$ cat src/rtl/serial_link_pkg.sv
`default_nettype none
// ============================================================================
// Module      : serial_link_pkg
// Description : Board-link framing constants and opcode length lookup, shared
//               by the transmit scheduler and the link receiver.
// Revision    : 1.0 - initial release
// ============================================================================
package serial_link_pkg;

    localparam int OPCODE_W      = 4;
    localparam int MAX_PAYLOAD_W = 27;
    localparam int FRAME_W       = OPCODE_W + MAX_PAYLOAD_W;
    localparam int BITCNT_W      = 5;
    localparam int GRANT_W       = 3;

    typedef logic [OPCODE_W-1:0] opcode_t;

    localparam opcode_t OP_VALID_MOVE  = 4'd0;
    localparam opcode_t OP_STATUS      = 4'd1;
    localparam opcode_t OP_BOARD_RESET = 4'd2;

    typedef logic [1:0] tx_state_t;

    localparam tx_state_t ST_IDLE = 2'd0;
    localparam tx_state_t ST_LOW  = 2'd1;
    localparam tx_state_t ST_HIGH = 2'd2;
    localparam tx_state_t ST_GAP  = 2'd3;

    // Payload bit count for an opcode; -1 marks an undefined opcode.
    function automatic int payload_length(input opcode_t opcode);
        case (opcode)
            OP_VALID_MOVE:  payload_length = 10;
            OP_STATUS:      payload_length = 4;
            OP_BOARD_RESET: payload_length = 0;
            default:        payload_length = -1;
        endcase
    endfunction

endpackage
`default_nettype wire

$ cat src/rtl/serial_tx_scheduler_if.sv
`default_nettype none
// ============================================================================
// Module      : serial_tx_scheduler_if
// Description : Requester handshake, status and serial link signals of the
//               transmit scheduler.
// Revision    : 1.0 - initial release
// ============================================================================
interface serial_tx_scheduler_if #(
    parameter int NUM_REQ = 2
);
    import serial_link_pkg::*;

    logic [NUM_REQ-1:0]               req_valid;
    logic [OPCODE_W*NUM_REQ-1:0]      req_opcode;
    logic [MAX_PAYLOAD_W*NUM_REQ-1:0] req_payload;
    logic [NUM_REQ-1:0]               req_ready;
    logic [GRANT_W-1:0]               grant_id;
    logic                             busy;
    logic                             err_bad_opcode;
    logic                             ser_clock_out;
    logic                             ser_data_out;

    modport master (
        output req_valid, req_opcode, req_payload,
        input  req_ready, grant_id, busy, err_bad_opcode, ser_clock_out, ser_data_out
    );

    modport slave (
        input  req_valid, req_opcode, req_payload,
        output req_ready, grant_id, busy, err_bad_opcode, ser_clock_out, ser_data_out
    );

endinterface
`default_nettype wire

$ cat src/rtl/rr_arbiter.sv
`default_nettype none
// ============================================================================
// Module      : rr_arbiter
// Description : Combinational round-robin pick of the first request at or
//               above the pointer, wrapping; pointer storage lives outside.
// Revision    : 1.0 - initial release
// ============================================================================
module rr_arbiter #(
    parameter int NUM_REQ = 2
) (
    input  wire logic [NUM_REQ-1:0] i_req,
    input  wire logic [2:0]         i_ptr,
    output logic      [NUM_REQ-1:0] o_grant,
    output logic      [2:0]         o_grant_idx,
    output logic                    o_any
);

    logic [2*NUM_REQ-1:0] w_req_dbl;
    logic [NUM_REQ-1:0]   w_rot;
    logic [3:0]           w_sum;

    assign o_any = |i_req;

    // Rotating the doubled vector puts the pointer slot at bit 0, so the
    // lowest set bit of w_rot is the winner.
    always_comb begin
        w_req_dbl   = {i_req, i_req};
        w_rot       = NUM_REQ'(w_req_dbl >> i_ptr);
        w_sum       = '0;
        o_grant_idx = '0;
        for (int k = NUM_REQ - 1; k >= 0; k--) begin
            if (w_rot[k]) begin
                w_sum = {1'b0, i_ptr} + 4'(k);
                if (w_sum >= 4'(NUM_REQ)) begin
                    w_sum = w_sum - 4'(NUM_REQ);
                end
                o_grant_idx = w_sum[2:0];
            end
        end
        o_grant = '0;
        for (int j = 0; j < NUM_REQ; j++) begin
            o_grant[j] = o_any && (o_grant_idx == 3'(j));
        end
    end

endmodule
`default_nettype wire

$ cat src/rtl/serial_tx_scheduler.sv
`default_nettype none
// ============================================================================
// Module      : serial_tx_scheduler
// Description : Round-robin sharing of the board-link serial channel; frames
//               {opcode, payload} MSB-first on a divided serial clock.
// Revision    : 1.0 - initial release
// ============================================================================
module serial_tx_scheduler
    import serial_link_pkg::*;
#(
    parameter int NUM_REQ    = 2,
    parameter int CLK_DIV    = 4,
    parameter int GAP_CYCLES = 16
) (
    input  wire logic            clock,
    input  wire logic            reset,
    serial_tx_scheduler_if.slave bus
);

    localparam int c_DIV_W = (CLK_DIV > 1) ? $clog2(CLK_DIV) : 1;
    localparam int c_GAP_W = $clog2(GAP_CYCLES + 1);

    tx_state_t              r_state;
    tx_state_t              w_state_nxt;
    logic [2:0]             r_ptr;
    logic [GRANT_W-1:0]     r_grant_id;
    logic [FRAME_W-1:0]     r_shift;
    logic [BITCNT_W-1:0]    r_bits;
    logic [c_DIV_W-1:0]     r_div;
    logic [c_GAP_W-1:0]     r_gap;

    logic [NUM_REQ-1:0]     w_grant;
    logic [2:0]             w_sel;
    logic                   w_any;
    opcode_t                w_opcode;
    logic [MAX_PAYLOAD_W-1:0] w_payload;
    int                     w_len;
    logic                   w_len_ok;
    logic                   w_accept;
    logic                   w_div_last;
    logic                   w_gap_last;
    logic [2:0]             w_next_ptr;
    logic [FRAME_W-1:0]     w_frame;

    rr_arbiter #(
        .NUM_REQ     (NUM_REQ)
    ) u_arb (
        .i_req       (bus.req_valid),
        .i_ptr       (r_ptr),
        .o_grant     (w_grant),
        .o_grant_idx (w_sel),
        .o_any       (w_any)
    );

    always_comb begin
        w_opcode  = '0;
        w_payload = '0;
        for (int j = 0; j < NUM_REQ; j++) begin
            if (w_sel == 3'(j)) begin
                w_opcode  = bus.req_opcode[OPCODE_W*j +: OPCODE_W];
                w_payload = bus.req_payload[MAX_PAYLOAD_W*j +: MAX_PAYLOAD_W];
            end
        end
    end

    // Shifting the payload up by (27-L) both MSB-aligns it and drops the
    // bits above L-1.
    assign w_len      = payload_length(w_opcode);
    assign w_len_ok   = (w_len >= 0);
    assign w_frame    = {w_opcode, w_payload << (MAX_PAYLOAD_W - w_len)};
    assign w_accept   = (r_state == ST_IDLE) && w_any && !reset;
    assign w_div_last = (r_div == c_DIV_W'(CLK_DIV - 1));
    assign w_gap_last = (r_gap == c_GAP_W'(GAP_CYCLES - 1));
    assign w_next_ptr = (w_sel == 3'(NUM_REQ - 1)) ? 3'd0 : (w_sel + 3'd1);

    always_ff @(posedge clock) begin
        if (reset) begin
            r_state <= ST_IDLE;
        end else begin
            r_state <= w_state_nxt;
        end
    end

    always_comb begin
        w_state_nxt = r_state;
        case (r_state)
            ST_IDLE: if (w_accept && w_len_ok) w_state_nxt = ST_LOW;
            ST_LOW:  if (w_div_last)           w_state_nxt = ST_HIGH;
            ST_HIGH: if (w_div_last)           w_state_nxt = (r_bits == BITCNT_W'(1)) ? ST_GAP : ST_LOW;
            ST_GAP:  if (w_gap_last)           w_state_nxt = ST_IDLE;
            default:                           w_state_nxt = ST_IDLE;
        endcase
    end

    always_ff @(posedge clock) begin
        if (reset) begin
            r_ptr      <= '0;
            r_grant_id <= '0;
            r_shift    <= '0;
            r_bits     <= '0;
            r_div      <= '0;
            r_gap      <= '0;
        end else begin
            if (w_accept) begin
                r_ptr      <= w_next_ptr;
                r_grant_id <= w_sel;
                if (w_len_ok) begin
                    r_shift <= w_frame;
                    r_bits  <= BITCNT_W'(OPCODE_W + w_len);
                end
            end
            if (r_state == ST_LOW || r_state == ST_HIGH) begin
                r_div <= w_div_last ? '0 : r_div + 1'b1;
            end else begin
                r_div <= '0;
            end
            if (r_state == ST_HIGH && w_div_last) begin
                r_shift <= {r_shift[FRAME_W-2:0], 1'b0};
                r_bits  <= r_bits - 1'b1;
            end
            if (r_state == ST_GAP) begin
                r_gap <= r_gap + 1'b1;
            end else begin
                r_gap <= '0;
            end
        end
    end

    always_comb begin
        bus.req_ready      = '0;
        bus.err_bad_opcode = 1'b0;
        bus.grant_id       = r_grant_id;
        bus.busy           = (r_state != ST_IDLE);
        bus.ser_clock_out  = (r_state == ST_HIGH);
        bus.ser_data_out   = (r_state == ST_LOW || r_state == ST_HIGH) && r_shift[FRAME_W-1];
        if (w_accept) begin
            bus.req_ready      = w_grant;
            bus.grant_id       = w_sel;
            bus.err_bad_opcode = !w_len_ok;
        end
    end

endmodule
`default_nettype wire

$ cat src/flat_wrapper.sv
// flat-port wrapper written by rule: the top's interface ports become plain ports
module serial_tx_scheduler_flat import serial_link_pkg::*;
#(
    parameter int NUM_REQ    = 2,
    parameter int CLK_DIV    = 4,
    parameter int GAP_CYCLES = 16
)
  (clock, reset, bus_req_valid, bus_req_opcode, bus_req_payload, bus_req_ready, bus_grant_id, bus_busy, bus_err_bad_opcode, bus_ser_clock_out, bus_ser_data_out);
  serial_tx_scheduler_if #(.NUM_REQ(NUM_REQ)) bus_i ();
  input  wire logic clock;
  input  wire logic reset;
  input wire logic [$bits(bus_i.req_valid)-1:0] bus_req_valid;
  input wire logic [$bits(bus_i.req_opcode)-1:0] bus_req_opcode;
  input wire logic [$bits(bus_i.req_payload)-1:0] bus_req_payload;
  output wire logic [$bits(bus_i.req_ready)-1:0] bus_req_ready;
  output wire logic [$bits(bus_i.grant_id)-1:0] bus_grant_id;
  output wire logic [$bits(bus_i.busy)-1:0] bus_busy;
  output wire logic [$bits(bus_i.err_bad_opcode)-1:0] bus_err_bad_opcode;
  output wire logic [$bits(bus_i.ser_clock_out)-1:0] bus_ser_clock_out;
  output wire logic [$bits(bus_i.ser_data_out)-1:0] bus_ser_data_out;
  assign bus_i.req_valid = bus_req_valid;
  assign bus_i.req_opcode = bus_req_opcode;
  assign bus_i.req_payload = bus_req_payload;
  assign bus_req_ready = bus_i.req_ready;
  assign bus_grant_id = bus_i.grant_id;
  assign bus_busy = bus_i.busy;
  assign bus_err_bad_opcode = bus_i.err_bad_opcode;
  assign bus_ser_clock_out = bus_i.ser_clock_out;
  assign bus_ser_data_out = bus_i.ser_data_out;
  serial_tx_scheduler #(.NUM_REQ(NUM_REQ), .CLK_DIV(CLK_DIV), .GAP_CYCLES(GAP_CYCLES)) u_core (.clock(clock), .reset(reset), .bus(bus_i));
endmodule
$ cat config.mk
export PLATFORM = sky130hd
export DESIGN_NAME = serial_tx_scheduler_flat
export DESIGN_NICKNAME = d
export VERILOG_FILES = /design/src/rtl/serial_link_pkg.sv /design/src/rtl/serial_tx_scheduler_if.sv /design/src/rtl/rr_arbiter.sv /design/src/rtl/serial_tx_scheduler.sv /design/src/flat_wrapper.sv
export SDC_FILE = /design/constraint.sdc
export NUM_CORES = 1
export LEC_CHECK = 0
export CAP_MARGIN = 15
export CORE_UTILIZATION = 35
export DETAILED_ROUTE_END_ITERATION = 6
export SLEW_MARGIN = 15
export SYNTH_ARGS = -nofsm -noshare
export SYNTH_HDL_FRONTEND = slang
export SYNTH_SLANG_ARGS = --single-unit
$ cat constraint.sdc
create_clock -name clock -period 5.6 [get_ports clock]
set_clock_uncertainty 0.05 [all_clocks]
set_input_delay 0.56 -clock clock [delete_from_list [all_inputs] [get_ports clock]]
set_output_delay 0.56 -clock clock [all_outputs]
set_load 0.01 [all_outputs]
==> impl_metrics.tcl <==
set metrics [dict create \
    status "finished clean" \
    clock-sinks 51 \
    ir_worst_vdd_mv 0.1392 \
    critPathKind "primary input to primary output" \
    max_freq_mhz 270.3 \
    power_density_nw_per_um2 396.4 \
    cts_setup_buffers 0 \
    synth_compound_gate_area_share_pct 23.12 \
    final-hold-violation-count 0 \
    cp_top_family "buffers and inverters" \
    synth.avg_cell_area_um2 8.111 \
    slew_headroom_pct 44.52 \
    ys.flop_type "dfxtp_1" \
    portBuffers 40 \
    cp_common_cell "clkdlybuf4s50_1" \
    rows 33 \
    gr-total-overflow 0 \
    syn_nets 461 \
    die_h_um 95.72 \
    synth_edf_count 0 \
    fin_setup_tns_ns 0 \
    min_from "u_core.r_div[0]" \
    diodes 0 \
    clkLatencyLatePin_ns 0.30 \
    hold_path_class "flop to flop" \
    drc_errors 0 \
    post-route-period-util_pct 66.06 \
    grt_pass1_wl_um 12120 \
    num_vias 2797 \
    dp_hpwl_um 5305 \
    antenna_found_initial 0 \
    synth-seq-cells 51 \
    fin_ws_ns 1.901 \
    synth_top_family_by_area "compound AO/OA/AOI/OAI gates" \
    start_util_pct 36.86 \
    synthMuxAreaShare_pct 7.041 \
    whs_endpoint "u_core.r_div[0]" \
    cts_buffers 5 \
    async_flop_share_pct 0 \
    max-clock-path-buffers 2 \
    antenna_left 0 \
    cts.reportedPaths.clkPinSlew_ns 0.09 \
    ys_seq_area_share_pct 33.21 \
    max_stage_delay_ns 0.59 \
    area_growth_pct 17.01 \
    r2r-end "u_core.r_shift[25]" \
    synthXorXnorAreaFrac_pct 1.709 \
    r2r-start "u_core.r_ptr[2]" \
    end_kind "primary output" \
    cts-root-buf "clkbuf_8" \
    globalplace.congestion 0.7936 \
    dp_slack_ns 1.893 \
    reg2regPathDepth 11 \
    drt_iter0_markers 116 \
    die_area_um2 9162 \
    vias_per_cell 5.442 \
    worstHoldPathCells 1 \
    grt_max_degree 36 \
    leakage_nw 1.346 \
    cp.arrival_ns 3.09 \
    cts_hold_buf 0 \
    nets 490 \
    wirelength_um 7252 \
    synth_cells 379 \
    crit_chain "clkdlybuf4s50_1, nand2b_1, nand3_1, mux2i_1, and2_4, inv_4, nor2_1, clkdlybuf4s50_1" \
    required_ns 4.99 \
    dr.pass1.iters 4 \
    rsz0062_at_grt "no" \
    grt_pass1_vias 2576 \
    track_usage_pct 16.68 \
    start_kind "primary input" \
    setup_viol 0 \
    yosys.area_share.simple_pct 22.83 \
    crit_buf_inv 3 \
    die_x_um 95.72 \
    ctsHtreeMaxLevel 2 \
    synthAdderAreaFrac_pct 6.512 \
    worst_pin_slew_ns 0.8299 \
    crit_slowest_cell "nand3_1" \
    cts_tree "built" \
    cts_resized 0 \
    synth_cell_types 58 \
    reg2reg_slack_ns 2.29 \
    num_io_pins 75 \
    period_needed_ns 3.699 \
    core_area_um2 8341 \
    drv_slew 0 \
    yosysWarnings 0 \
    wl_per_cell_um 14.11 \
    layout-drive-gt1-share_pct 5.868 \
    drv_cap 0 \
    critPathMaxFanout 20 \
    synth_area_um2 3074 \
]
per-layer routing:
metal	vias to the layer above	wire length [um]	share of wire (%)	global-route usage (%)
met5	-	0	0	0
met4	0	52	0.72	4.104
met3	7	202	2.8	2.844
met2	39	3412	47	28.51
met1	1320	3583	49	21.78
li1	1431	-	-	-
power breakdown:
group / total [mW] / switching [mW] / internal, mW / leakage [nW]
combinational: 0.765 / 0.468 / 0.297 / 0.892
sequential: 0.453 / 0.0445 / 0.409 / 0.413
clock: 0.207 / 0.120 / 0.0875 / 0.0412
total: 1.43 / 0.632 / 0.794 / 1.35
how the worst max path moves through the flow:
stage / start / end / cells past startpoint
after global routing: bus_req_valid[0] / bus_err_bad_opcode / 8
final: bus_req_valid[0] / bus_err_bad_opcode / 8
after global placement: bus_req_valid[0] / bus_err_bad_opcode / 8
after detailed placement: bus_req_valid[0] / bus_err_bad_opcode / 8
after CTS: bus_req_valid[0] / bus_err_bad_opcode / 8
after floorplan: u_core.r_ptr[0] / u_core.r_shift[24] / 13
final cells by class:
class | count | area, um^2
fillers | 876 | 4743
inverters | 14 | 55.05
multi-input cells | 293 | 1882
flip-flops and latches | 51 | 1021
well taps | 105 | 131.4
repair buffers | 43 | 422.9
clock buffers | 6 | 72.57
clock inverters | 2 | 12.51
worst reg2reg max path: cells and delay by family, from the launching register on:
kind,cells,cell delay [ns]
buf+inv,2,0.28
fa+ha+maj,2,0.69
flops,1,0.56
compound gates,4,0.61
simple gates,3,1.02
flip-flops by register name, summed over array words and instances (netlist names):
signal,count
u_core.r_bits,5
u_core.r_div,2
u_core.r_gap,5
u_core.r_grant_id,3
u_core.r_shift,31
u_core.r_ptr,3
u_core.r_state,2
through the flow:
stage	total power, mW	std cells	utilization, %	cell area, um^2	hold slack, ns
floorplan	1.033	379	-	3074	0.3569
global placement	1.214	506	42.11	3512	0.3681
detailed placement	1.223	506	42.11	3512	0.3716
CTS	1.435	514	43.13	3597	0.3853
global route	1.549	514	43.13	3597	0.4021
finish	1.426	514	43.13	3597	0.3845
synth_stat cells, types with 3 or more instances:
| cell | count | area (um^2) |
|---|---|---|
| dfxtp_1 | 51 | 1021 |
| nand2_1 | 37 | 138.9 |
| a32oi_1 | 3 | 26.28 |
| xnor2_1 | 5 | 43.79 |
| and3_1 | 7 | 43.79 |
| mux2i_1 | 16 | 160.2 |
| a22oi_1 | 22 | 165.2 |
| nor2_1 | 50 | 187.7 |
| a31oi_1 | 5 | 31.28 |
| a211oi_2 | 4 | 50.05 |
| nand3_1 | 13 | 65.06 |
| buf_2 | 6 | 30.03 |
| a21o_1 | 3 | 22.52 |
| nand2b_1 | 4 | 25.02 |
| clkbuf_1 | 10 | 37.54 |
| o31ai_1 | 3 | 22.52 |
| a211oi_1 | 7 | 52.55 |
| o21ai_0 | 14 | 70.07 |
| buf_6 | 4 | 45.04 |
| or3_1 | 5 | 31.28 |
| inv_1 | 12 | 45.04 |
| and2_1 | 4 | 25.02 |
| a21oi_1 | 23 | 115.1 |
| nor3_1 | 12 | 60.06 |
| ha_1 | 16 | 200.2 |
placed cells by master, fill, tap and decap left out, drive strengths merged, types with 2 or more instances in the layout:
| master | n |
|---|---|
| ha | 16 |
| nand3b | 2 |
| a31oi | 5 |
| dfxtp | 51 |
| xnor2 | 5 |
| o32ai | 2 |
| nor2 | 52 |
| inv | 14 |
| nand2b | 4 |
| and3 | 7 |
| and2 | 5 |
| nand2 | 37 |
| mux2 | 3 |
| clkbuf | 6 |
| nor3b | 2 |
| a22oi | 22 |
| o2111ai | 2 |
| o311ai | 2 |
| nor3 | 12 |
| buf | 3 |
| a21oi | 25 |
| nor2b | 2 |
| nand3 | 13 |
| a21o | 3 |
| a32oi | 3 |
| clkdlybuf4s50 | 40 |
| a211oi | 11 |
| o22ai | 2 |
| or4 | 2 |
| o31ai | 3 |
| mux2i | 16 |
| or3 | 5 |
| o21ai | 15 |
logic make-up (layout without fill, tap and decap cells):
family | Yosys count | after routing
flops | 51 | 51
buf+inv | 35 | 65
compound gates | 102 | 102
mux | 20 | 20
simple gates | 149 | 149
xor+xnor | 6 | 6
fa+ha+maj | 16 | 16
Note: power is estimated with default switching activity, not from simulation.
